$ cat src/rtl/echo_pkg.sv
// Shared types and constants for the echo-path transmit queue.
// Holds the drain FSM state encoding and the default queue depth.
package echo_pkg;

  typedef enum logic [1:0] {
    IDLE       = 2'd0,
    WAIT_START = 2'd1,
    WAIT_DONE  = 2'd2,
    GAP        = 2'd3
  } txq_state_t;

  localparam logic [7:0] HEADER_BYTE       = 8'hAA;
  localparam int         TXQ_DEPTH_DEFAULT = 16;

endpackage

$ cat src/rtl/sync_fifo_8.sv
// Byte-wide circular buffer; registered count/full/empty, combinational head.
// Pushes are refused when full unless a pop lands on the same edge.
module sync_fifo_8 #(
  parameter int DEPTH = 16
) (
  input  logic                    clk_50mhz,
  input  logic                    reset_n_internal,
  input  logic                    push_i,
  input  logic [7:0]              push_dat_i,
  input  logic                    pop_i,
  output logic [7:0]              head_o,
  output logic [$clog2(DEPTH):0]  count_o,
  output logic                    empty_o,
  output logic                    full_o
);

  localparam int AW = $clog2(DEPTH);

  logic [7:0]  mem_q [DEPTH];
  logic [AW:0] wr_ptr_q, wr_ptr_d;
  logic [AW:0] rd_ptr_q, rd_ptr_d;
  logic [AW:0] count_q, count_d;
  logic        empty_q, empty_d;
  logic        full_q, full_d;
  logic        push_ok;
  logic        pop_ok;

  assign pop_ok  = pop_i && !empty_q;
  assign push_ok = push_i && (!full_q || pop_ok);

  // Extra pointer MSB distinguishes a wrapped (full) queue from an empty one.
  always_comb begin
    wr_ptr_d = wr_ptr_q + {{AW{1'b0}}, push_ok};
    rd_ptr_d = rd_ptr_q + {{AW{1'b0}}, pop_ok};
    count_d  = wr_ptr_d - rd_ptr_d;
    empty_d  = (wr_ptr_d == rd_ptr_d);
    full_d   = (wr_ptr_d[AW] != rd_ptr_d[AW]) &&
               (wr_ptr_d[AW-1:0] == rd_ptr_d[AW-1:0]);
  end

  always_ff @(posedge clk_50mhz or negedge reset_n_internal) begin
    if (!reset_n_internal) begin
      wr_ptr_q <= '0;
      rd_ptr_q <= '0;
      count_q  <= '0;
      empty_q  <= 1'b1;
      full_q   <= 1'b0;
    end else begin
      wr_ptr_q <= wr_ptr_d;
      rd_ptr_q <= rd_ptr_d;
      count_q  <= count_d;
      empty_q  <= empty_d;
      full_q   <= full_d;
    end
  end

  always_ff @(posedge clk_50mhz) begin
    if (push_ok) begin
      mem_q[wr_ptr_q[AW-1:0]] <= push_dat_i;
    end
  end

  assign head_o  = mem_q[rd_ptr_q[AW-1:0]];
  assign count_o = count_q;
  assign empty_o = empty_q;
  assign full_o  = full_q;

endmodule

$ cat src/rtl/echo_tx_queue.sv
// Queues echo-path bytes and launches them one per UART frame; o_tx_dv follows
// a push into an idle empty queue by two edges. Full pushes drop unless a pop coincides.
module echo_tx_queue
  import echo_pkg::*;
#(
  parameter int DEPTH         = TXQ_DEPTH_DEFAULT,
  parameter int START_TIMEOUT = 64,
  parameter int GAP_CYCLES    = 0
) (
  input  logic                    clk_50mhz,
  input  logic                    reset_n_internal,
  input  logic                    i_wr_dv,
  input  logic [7:0]              i_wr_byte,
  input  logic                    i_tx_active,
  input  logic                    i_tx_done,
  output logic                    o_tx_dv,
  output logic [7:0]              o_tx_byte,
  output logic [$clog2(DEPTH):0]  o_count,
  output logic                    o_empty,
  output logic                    o_full,
  output logic                    o_overflow,
  input  logic                    i_clr_overflow,
  output logic [15:0]             o_drop_count,
  output logic                    o_timeout
);

  localparam int TW = $clog2(START_TIMEOUT + 1);
  localparam int GW = (GAP_CYCLES > 0) ? $clog2(GAP_CYCLES + 1) : 1;

  txq_state_t      state_q, state_d;
  logic [TW-1:0]   timer_q, timer_d;
  logic [GW-1:0]   gap_q, gap_d;
  logic            launch;
  logic            launch_q;
  logic [7:0]      pend_q, pend_d;
  logic            tx_dv_q;
  logic [7:0]      tx_byte_q, tx_byte_d;
  logic            overflow_q, overflow_d;
  logic [15:0]     drop_q, drop_d;
  logic            timeout_q, timeout_d;
  logic            timeout_set;
  logic            drop;

  logic [7:0]             fifo_head;
  logic [$clog2(DEPTH):0] fifo_count;
  logic                   fifo_empty;
  logic                   fifo_full;

  sync_fifo_8 #(.DEPTH(DEPTH)) u_fifo (
    .clk_50mhz        (clk_50mhz),
    .reset_n_internal (reset_n_internal),
    .push_i           (i_wr_dv),
    .push_dat_i       (i_wr_byte),
    .pop_i            (launch),
    .head_o           (fifo_head),
    .count_o          (fifo_count),
    .empty_o          (fifo_empty),
    .full_o           (fifo_full)
  );

  assign drop = i_wr_dv && fifo_full && !launch;

  always_comb begin
    state_d     = state_q;
    timer_d     = timer_q;
    gap_d       = gap_q;
    pend_d      = pend_q;
    launch      = 1'b0;
    timeout_set = 1'b0;
    unique case (state_q)
      IDLE: begin
        if (!fifo_empty && !i_tx_active) begin
          launch  = 1'b1;
          pend_d  = fifo_head;
          timer_d = '0;
          state_d = WAIT_START;
        end
      end
      WAIT_START: begin
        if (i_tx_active) begin
          state_d = WAIT_DONE;
        end else if (i_tx_done) begin
          state_d = GAP;
          gap_d   = GW'(GAP_CYCLES);
        end else if (timer_q == TW'(START_TIMEOUT - 1)) begin
          timeout_set = 1'b1;
          state_d     = IDLE;
        end else begin
          timer_d = timer_q + TW'(1);
        end
      end
      WAIT_DONE: begin
        // A falling busy without a done pulse still ends the frame.
        if (i_tx_done || !i_tx_active) begin
          state_d = GAP;
          gap_d   = GW'(GAP_CYCLES);
        end
      end
      GAP: begin
        if (gap_q == '0) begin
          state_d = IDLE;
        end else begin
          gap_d = gap_q - GW'(1);
        end
      end
      default: state_d = IDLE;
    endcase
  end

  always_comb begin
    overflow_d = overflow_q;
    drop_d     = drop_q;
    timeout_d  = timeout_q;
    tx_byte_d  = launch_q ? pend_q : tx_byte_q;
    if (i_clr_overflow) begin
      overflow_d = 1'b0;
      drop_d     = '0;
      timeout_d  = 1'b0;
    end else begin
      if (drop) begin
        overflow_d = 1'b1;
        if (drop_q != 16'hFFFF) begin
          drop_d = drop_q + 16'd1;
        end
      end
      if (timeout_set) begin
        timeout_d = 1'b1;
      end
    end
  end

  always_ff @(posedge clk_50mhz or negedge reset_n_internal) begin
    if (!reset_n_internal) begin
      state_q    <= IDLE;
      timer_q    <= '0;
      gap_q      <= '0;
      pend_q     <= 8'h00;
      launch_q   <= 1'b0;
      tx_dv_q    <= 1'b0;
      tx_byte_q  <= 8'h00;
      overflow_q <= 1'b0;
      drop_q     <= '0;
      timeout_q  <= 1'b0;
    end else begin
      state_q    <= state_d;
      timer_q    <= timer_d;
      gap_q      <= gap_d;
      pend_q     <= pend_d;
      launch_q   <= launch;
      tx_dv_q    <= launch_q;
      tx_byte_q  <= tx_byte_d;
      overflow_q <= overflow_d;
      drop_q     <= drop_d;
      timeout_q  <= timeout_d;
    end
  end

  assign o_tx_dv      = tx_dv_q;
  assign o_tx_byte    = tx_byte_q;
  assign o_count      = fifo_count;
  assign o_empty      = fifo_empty;
  assign o_full       = fifo_full;
  assign o_overflow   = overflow_q;
  assign o_drop_count = drop_q;
  assign o_timeout    = timeout_q;

endmodule

$ cat config.mk
export PLATFORM = sky130hd
export DESIGN_NAME = echo_tx_queue
export DESIGN_NICKNAME = d
export VERILOG_FILES = /design/src/rtl/echo_pkg.sv /design/src/rtl/sync_fifo_8.sv /design/src/rtl/echo_tx_queue.sv
export SDC_FILE = /design/constraint.sdc
export NUM_CORES = 1
export LEC_CHECK = 0
export ABC_AREA = 1
export CELL_PAD_IN_SITES_DETAIL_PLACEMENT = 0
export CELL_PAD_IN_SITES_GLOBAL_PLACEMENT = 1
export CORE_MARGIN = 4
export CORE_UTILIZATION = 42
export DETAILED_ROUTE_END_ITERATION = 16
export GPL_ROUTABILITY_DRIVEN = 0
export PLACE_DENSITY_LB_ADDON = 0.1
export SLEW_MARGIN = 30
export SYNTH_ARGS = -nofsm -noshare
export SYNTH_HDL_FRONTEND = slang
export SYNTH_HIERARCHICAL = 1
export SYNTH_SLANG_ARGS = --single-unit
$ cat constraint.sdc
create_clock -name clk_50mhz -period 2.45 [get_ports clk_50mhz]
set_input_delay 0.245 -clock clk_50mhz [delete_from_list [all_inputs] [get_ports clk_50mhz]]
set_output_delay 0.245 -clock clk_50mhz [all_outputs]
set_load 0.01 [all_outputs]
==> results of run 1 <==
==> registers in the layout (all words and copies together) (netlist names), 5 cells and up, named ones only <==
signal and count:
u_fifo/mem_q 128, o_drop_count 16, o_tx_byte 8, pend_q 8, timer_q 7, u_fifo/count_o 5, u_fifo/rd_ptr_q 5, u_fifo/wr_ptr_q 5
==> worst max-delay path, delay by kind of cell (launching register included) <==
family | cells | cell delay (ns)
DFF | 1 | 0.41
AOI/OAI and AO/OA | 3 | 0.41
xor gates and xnor gates | 2 | 0.34
and+or+nand+nor | 3 | 0.49
adders and majority gates | 3 | 0.63
buffers and inverters | 2 | 0.07
==> through the flow <==
stage / cell area, um2 / total power [uW] / worst slack, ns / utilization
2_1_floorplan: 8770 / 6910 / -0.0374 / -
3_3_place_gp: 9750 / 8410 / -0.404 / 0.479
3_5_place_dp: 9750 / 8480 / -0.410 / 0.479
4_1_cts: 10400 / 11400 / 0.00121 / 0.513
5_1_grt: 10500 / 12100 / -0.162 / 0.514
6_report: 10500 / 11300 / -0.00640 / 0.514
==> metal layers <==
layer  wire length, um  vias up  global-route usage  share of wire
li1                  -     3064                   -              -
met1              9960     2914               0.254           0.49
met2              9710       83               0.287           0.48
met3               476       15              0.0324          0.023
met4               260        0              0.0514          0.013
met5                 0        -                   0              0
==> cell type report <==
type	count	area, um2
multi-input cells	545	2770
clock inverters	15	145
flip-flops and latches	190	5400
well taps	270	338
clock buffers	17	425
repair buffers	96	873
fillers	1833	9890
inverters	138	523
==> how the worst min path moves through the flow <==
stage                                            end  slack (ns)  depth (start not counted)
after global routing        o_tx_byte[6]$_DFFE_PN0P_        0.37                          2
after detailed placement    o_tx_byte[6]$_DFFE_PN0P_        0.26                          1
after global placement      o_tx_byte[7]$_DFFE_PN0P_        0.25                          1
after floorplan           asynchronous set/reset pin       -0.05                          0
final                       o_tx_byte[6]$_DFFE_PN0P_        0.31                          2
after CTS                   o_tx_byte[6]$_DFFE_PN0P_        0.32                          2
==> logic make-up after synthesis <==
family / Yosys count / synth area share
flops: 190 / 0.618
mux: 8 / 0.0103
xor+xnor: 14 / 0.0140
fa+ha+maj: 12 / 0.0181
compound gates: 28 / 0.0228
buf+inv: 169 / 0.0806
simple gates: 483 / 0.236
==> cells in the final DEF, fill, tap and decap left out, types with 3 or more instances in the layout <==
master / Yosys / routed
nand2_1: 292 / 292
inv_1: 134 / 132
edfxtp_1: 128 / 128
nand3_1: 121 / 119
dfrtp_1: 61 / 60
clkdlybuf4s50_1: 0 / 46
buf_4: 9 / 45
nor2_1: 45 / 43
clkbuf_16: 0 / 17
mux2_2: 8 / 8
xor2_1: 10 / 7
o21ai_2: 6 / 7
o21ai_0: 7 / 6
nand4_1: 6 / 6
ha_1: 11 / 6
inv_6: 0 / 6
nor2_4: 4 / 5
clkinv_4: 0 / 5
ha_4: 0 / 5
nand2_2: 5 / 4
nand3_2: 2 / 4
inv_2: 3 / 4
o21ai_1: 3 / 3
xnor2_1: 4 / 3
a21oi_1: 5 / 3
inv_8: 0 / 3
buf_12: 0 / 3
==> power by group <==
part / switching [uW] / internal, uW / total (uW) / leakage (uW)
combinational: 2620 / 1720 / 4340 / 0.00239
clock: 1310 / 1350 / 2660 / 0.000278
sequential: 324 / 3980 / 4300 / 0.00195
total: 4250 / 7050 / 11300 / 0.00463
==> repair_timing <==
| action | 4_1_cts | 5_1_grt |
|---|---|---|
| buffers inserted | 3 | 2 |
| hold buffers | 1 | 0 |
| pin swaps | 3 | 12 |
| endpoints found under the hold margin | 19 | 0 |
| endpoints found under the setup margin | 4 | 5 |
| gates resized for setup | 12 | 6 |
==> cells in the mapped netlist (2+ instances only) <==
master	n
mux2_2	8
xnor2_1	4
or2_1	2
edfxtp_1	128
nand2_2	5
nand3_2	2
buf_6	2
buf_4	9
o21ai_2	6
o21ai_0	7
nand2_1	292
inv_1	134
dfrtp_1	61
nand4_1	6
nor2_4	4
xor2_1	10
o21ai_1	3
buf_2	16
nor2_1	45
ha_1	11
nand3_1	121
inv_2	3
a21oi_1	5
clkbuf_1	4
==> results.py, run 1 <==
metrics = {
    "setup_path": {
        "crit_top_cell": "ha_4",
        "critPathCaptureType": "flop",
        "reg2reg_depth": 13,
        "start_kind": "flop",
        "path_cells": "nor2_4 > nand2_4 > clkinv_4 > inv_2 > or2_4 > a21boi_4 > ha_4 > ha_4 > xor2_4 > ha_1 > a21oi_2 > o21ai_2 > xor2_1",
        "regToRegEndpoint": "u_fifo/count_o[3]$_DFF_PN0_",
        "cpPeakStageDelay_ns": 0.41,
        "worstPathRequired_ns": 2.77,
        "slowest_stage": "dfrtp_1",
        "rrSetupSlack_ns": -0.006,
        "cp.arrival_ns": 2.78,
        "crit_path_end": "u_fifo/count_o[3]$_DFF_PN0_",
        "critPathMaxFanout": 3,
        "crit_type": "reg2reg",
    },
    "clock_tree": {
        "clk_path_buf_depth": 2,
        "clkSinkCount": 190,
        "cts_buffers": 17,
        "clk_latency_ns": 0.44,
        "cts.htree.levels": 4,
        "clkTransAtPathRegs_ns": 0.08,
        "cts-root-buf": "clkbuf_16",
        "cts_tree": "yes",
    },
    "floorplanning": {
        "fp.dieArea_um2": 23100,
        "dieWidth_um": 152,
        "die_h_um": 152,
        "io-pin-count": 48,
        "coreArea_um2": 20400,
        "start_util": 0.429,
        "rows": 52,
    },
    "timing": {
        "fin_crit_sh": 1.00,
        "tns_ns": -0.0103,
        "rsz0062_at_grt": "yes",
        "fin_crit_ns": 2.46,
        "whs_ns": 0.308,
        "fmax_ghz": 0.407,
        "hold_viol": 0,
        "final_max_slew_viol_count": 0,
        "setup_viol": 2,
        "worstMarginPinSlew_ns": 0.790,
        "skew_ns": 0.0116,
        "maxSlewHeadroom": 0.472,
        "fin_ws_ns": -0.00640,
    },
    "finish": {
        "fin_nets": 1014,
        "diodes": 0,
        "syn2layout_area_growth_pct": 20.0,
        "drive_gt1_frac": 0.136,
        "final_cells": 1271,
    },
    "drt": {
        "drtPass1Iterations": 5,
        "wire_per_inst_um": 16.1,
        "drt_iter0_markers": 331,
        "drcViolationCount": 0,
        "viasPerCell": 4.78,
        "via_count": 6076,
        "ant_nets": 0,
        "wl_um": 20400,
    },
    "power_and_ir_drop": {
        "peakVddDrop_uv": 980,
        "leakage_uw": 0.00463,
        "power_density_nw_per_um2": 1080,
    },
    "global_route": {
        "grt_pass1_vias": 5931,
        "grt_usage": 0.180,
        "grt_start_max_net_pins": 66,
        "grt_antenna_before_repair": 0,
        "grt_first_pass_wirelength_um": 32700,
        "grt_overflow_total": 0,
    },
    "synth": {
        "synth_area_per_cell_um2": 9.65,
        "synth_area_leaders": "edfxtp_1 (44%), dfrtp_1 (17%), nand2_1 (13%), nand3_1 (6.9%), inv_1 (5.8%)",
        "synth-seq-cells": 190,
        "syn_nets": 930,
        "syn-cell-area_um2": 8730,
        "synth_edf_count": 128,
        "synth_top_area_frac": 0.440,
        "syn-instance-count": 904,
        "synth_ff_type": "edfxtp_1",
        "yosysUniqueCellTypes": 40,
        "yosys_warnings": 6,
        "async_flop_share": 0.326,
        "ys_seq_area_frac": 0.618,
        "yosysTopAreaCell": "edfxtp_1",
    },
    "outcome": {
        "status": "finished, violations left",
        "violations": "negative setup slack",
    },
    "place": {
        "dpl.hpwl_um": 13400,
        "portBuffers": 47,
        "dp.cells": 1233,
    },
    "worst_hold_path": {
        "hp-class": "in2async",
    },
    "flow_run": {
        "max_cap_violations": 0,
    },
}
No activity file was read; power rests on OpenSTA's default activity.
==> run 2: changes to the inputs <==
- CORE_MARGIN: 4 -> 2
==> results.py, run 2 (synthesized netlist as in run 1, its figures left out) <==
metrics = {
    "timing": {
        "whs_ns": 0.404,
        "hold_viol": 0,
        "skew_ns": 0.0130,
        "fin_crit_ns": 2.42,
        "tns_ns": 0,
        "setup_viol": 0,
        "final_max_slew_viol_count": 0,
        "fin_crit_sh": 0.989,
        "maxSlewHeadroom": 0.539,
        "fin_ws_ns": 0.0276,
        "fmax_ghz": 0.413,
        "rsz0062_at_grt": "yes",
        "worstMarginPinSlew_ns": 0.691,
    },
    "finish": {
        "mostFrequentLayoutCell": "nand2_1",
        "drive_gt1_frac": 0.130,
        "finish.instance_area_um2": 10500,
        "diodes": 0,
        "largest_reg_flops": 128,
        "syn2layout_area_growth_pct": 19.8,
        "nFillCells": 1856,
        "most-common-layout-cells": "nand2_1 (292), inv_1 (132), edfxtp_1 (128), nand3_1 (120), dfrtp_1 (60)",
        "fin_nets": 1011,
    },
    "drt": {
        "wl_um": 20200,
        "drtPass1Iterations": 5,
        "drcViolationCount": 0,
        "drt_iter0_markers": 350,
        "ant_nets": 0,
        "wire_per_inst_um": 15.9,
        "via_count": 6236,
        "viasPerCell": 4.92,
    },
    "power_and_ir_drop": {
        "power_density_nw_per_um2": 1080,
        "leakage_uw": 0.00462,
        "peakVddDrop_uv": 756,
        "power_uw": 11300,
    },
    "clock_tree": {
        "clk_latency_ns": 0.43,
        "clkTransAtPathRegs_ns": 0.07,
        "cts_buffers": 17,
        "cts.htree.levels": 4,
        "clk_path_buf_depth": 2,
        "cts-root-buf": "clkbuf_16",
        "cts_tree": "yes",
        "clkSinkCount": 190,
    },
    "outcome": {
        "status": "complete, no violations",
    },
    "setup_path": {
        "start_kind": "flop",
        "crit_type": "reg2reg",
        "rrSetupSlack_ns": 0.03,
        "worstPathRequired_ns": 2.78,
        "critPathCaptureType": "flop",
        "cp.arrival_ns": 2.75,
        "critPathMaxFanout": 2,
    },
    "floorplanning": {
        "start_util": 0.430,
        "die_h_um": 148,
        "io-pin-count": 48,
        "coreArea_um2": 20300,
        "dieWidth_um": 148,
        "fp.dieArea_um2": 21900,
        "rows": 52,
    },
    "global_route": {
        "grt_overflow_total": 0,
        "grt_first_pass_wirelength_um": 33200,
        "grt_start_max_net_pins": 65,
        "grt_usage": 0.196,
        "grt_antenna_before_repair": 0,
        "grt_pass1_vias": 6155,
    },
    "flow_run": {
        "max_cap_violations": 0,
    },
    "place": {
        "portBuffers": 47,
        "dpl_worst_slack_ns": -0.454,
        "placed_cell_area_um2": 9720,
        "dpl.hpwl_um": 13500,
    },
    "worst_hold_path": {
        "hp-class": "in2async",
    },
}
[run 2: cell count changes in the layout (fill, tap and decap cells not counted), moves of 2 or more]
cell | before | now
nand3_2 | 4 | 2
clkinv_4 | 5 | 3
inv_4 | 0 | 2
buf_4 | 45 | 42
inv_6 | 6 | 3
[run 2: what timing repair did]
action,CTS,global route
hold buffers,1,0
setup endpoints to repair,3,4
pin swaps,3,3
endpoints found under the hold margin,27,0
resized for setup,8,9
setup buffers,3,1
[run 2: report_power, final]
part           switching (uW)  leakage [uW]  internal [uW]
registers                 351       0.00195           3980
logic                    2580       0.00238           1700
clock network            1320      0.000291           1420
total                    4250       0.00462           7090
[run 2: through the flow]
stage | utilization | instances
finish | 0.515 | 1268
global route | 0.515 | 1268
CTS | 0.512 | 1267
detailed placement | 0.479 | 1231
global placement | 0.479 | 1231
floorplan | - | 904
[run 2: path summary, 6_finish.rpt]
check,endpoint,cells past startpoint
max in group asynchronous,u_fifo/empty_o$_DFF_PN1_,3
worst max register to register,u_fifo/count_o[4]$_DFF_PN0_,16
worst min register to register,pend_q[4]$_DFFE_PN0P_,2
worst max-delay path,u_fifo/count_o[4]$_DFF_PN0_,16
min in group clk_50mhz,pend_q[4]$_DFFE_PN0P_,2
worst min-delay path,pend_q[5]$_DFFE_PN0P_,2
[run 2: cell type report]
type / instances / area, um2 / area share
clock inverters: 14 / 141 / 0.0135
inverters: 138 / 523 / 0.0500
well taps: 270 / 338 / 0.0323
multi-input cells: 545 / 2760 / 0.264
repair buffers: 93 / 842 / 0.0806
flip-flops and latches: 190 / 5400 / 0.516
clock buffers: 18 / 450 / 0.0431
[run 2: critical path, stage by stage (launching register included)]
cell,delay (ns)
dfrtp_1,0.41
nor2_4,0.14
nand2_4,0.07
clkinv_4,0.05
inv_2,0.02
or2_4,0.25
a21boi_4,0.19
ha_4,0.14
inv_1,0.04
ha_1,0.23
fa_2,0.36
nor2_1,0.13
nor2_1,0.06
nand2_1,0.08
inv_1,0.04
nand3_1,0.07
nand2_1,0.05
[run 2: per-layer routing]
| metal | wire (um) | up-vias | global-route usage | share of wire |
|---|---|---|---|---|
| met2 | 9850 | 127 | 0.316 | 0.49 |
| li1 | - | 3058 | - | - |
| met5 | 0 | - | 0 | 0 |
| met4 | 324 | 0 | 0.0614 | 0.016 |
| met1 | 9340 | 3032 | 0.275 | 0.46 |
| met3 | 705 | 19 | 0.0319 | 0.035 |
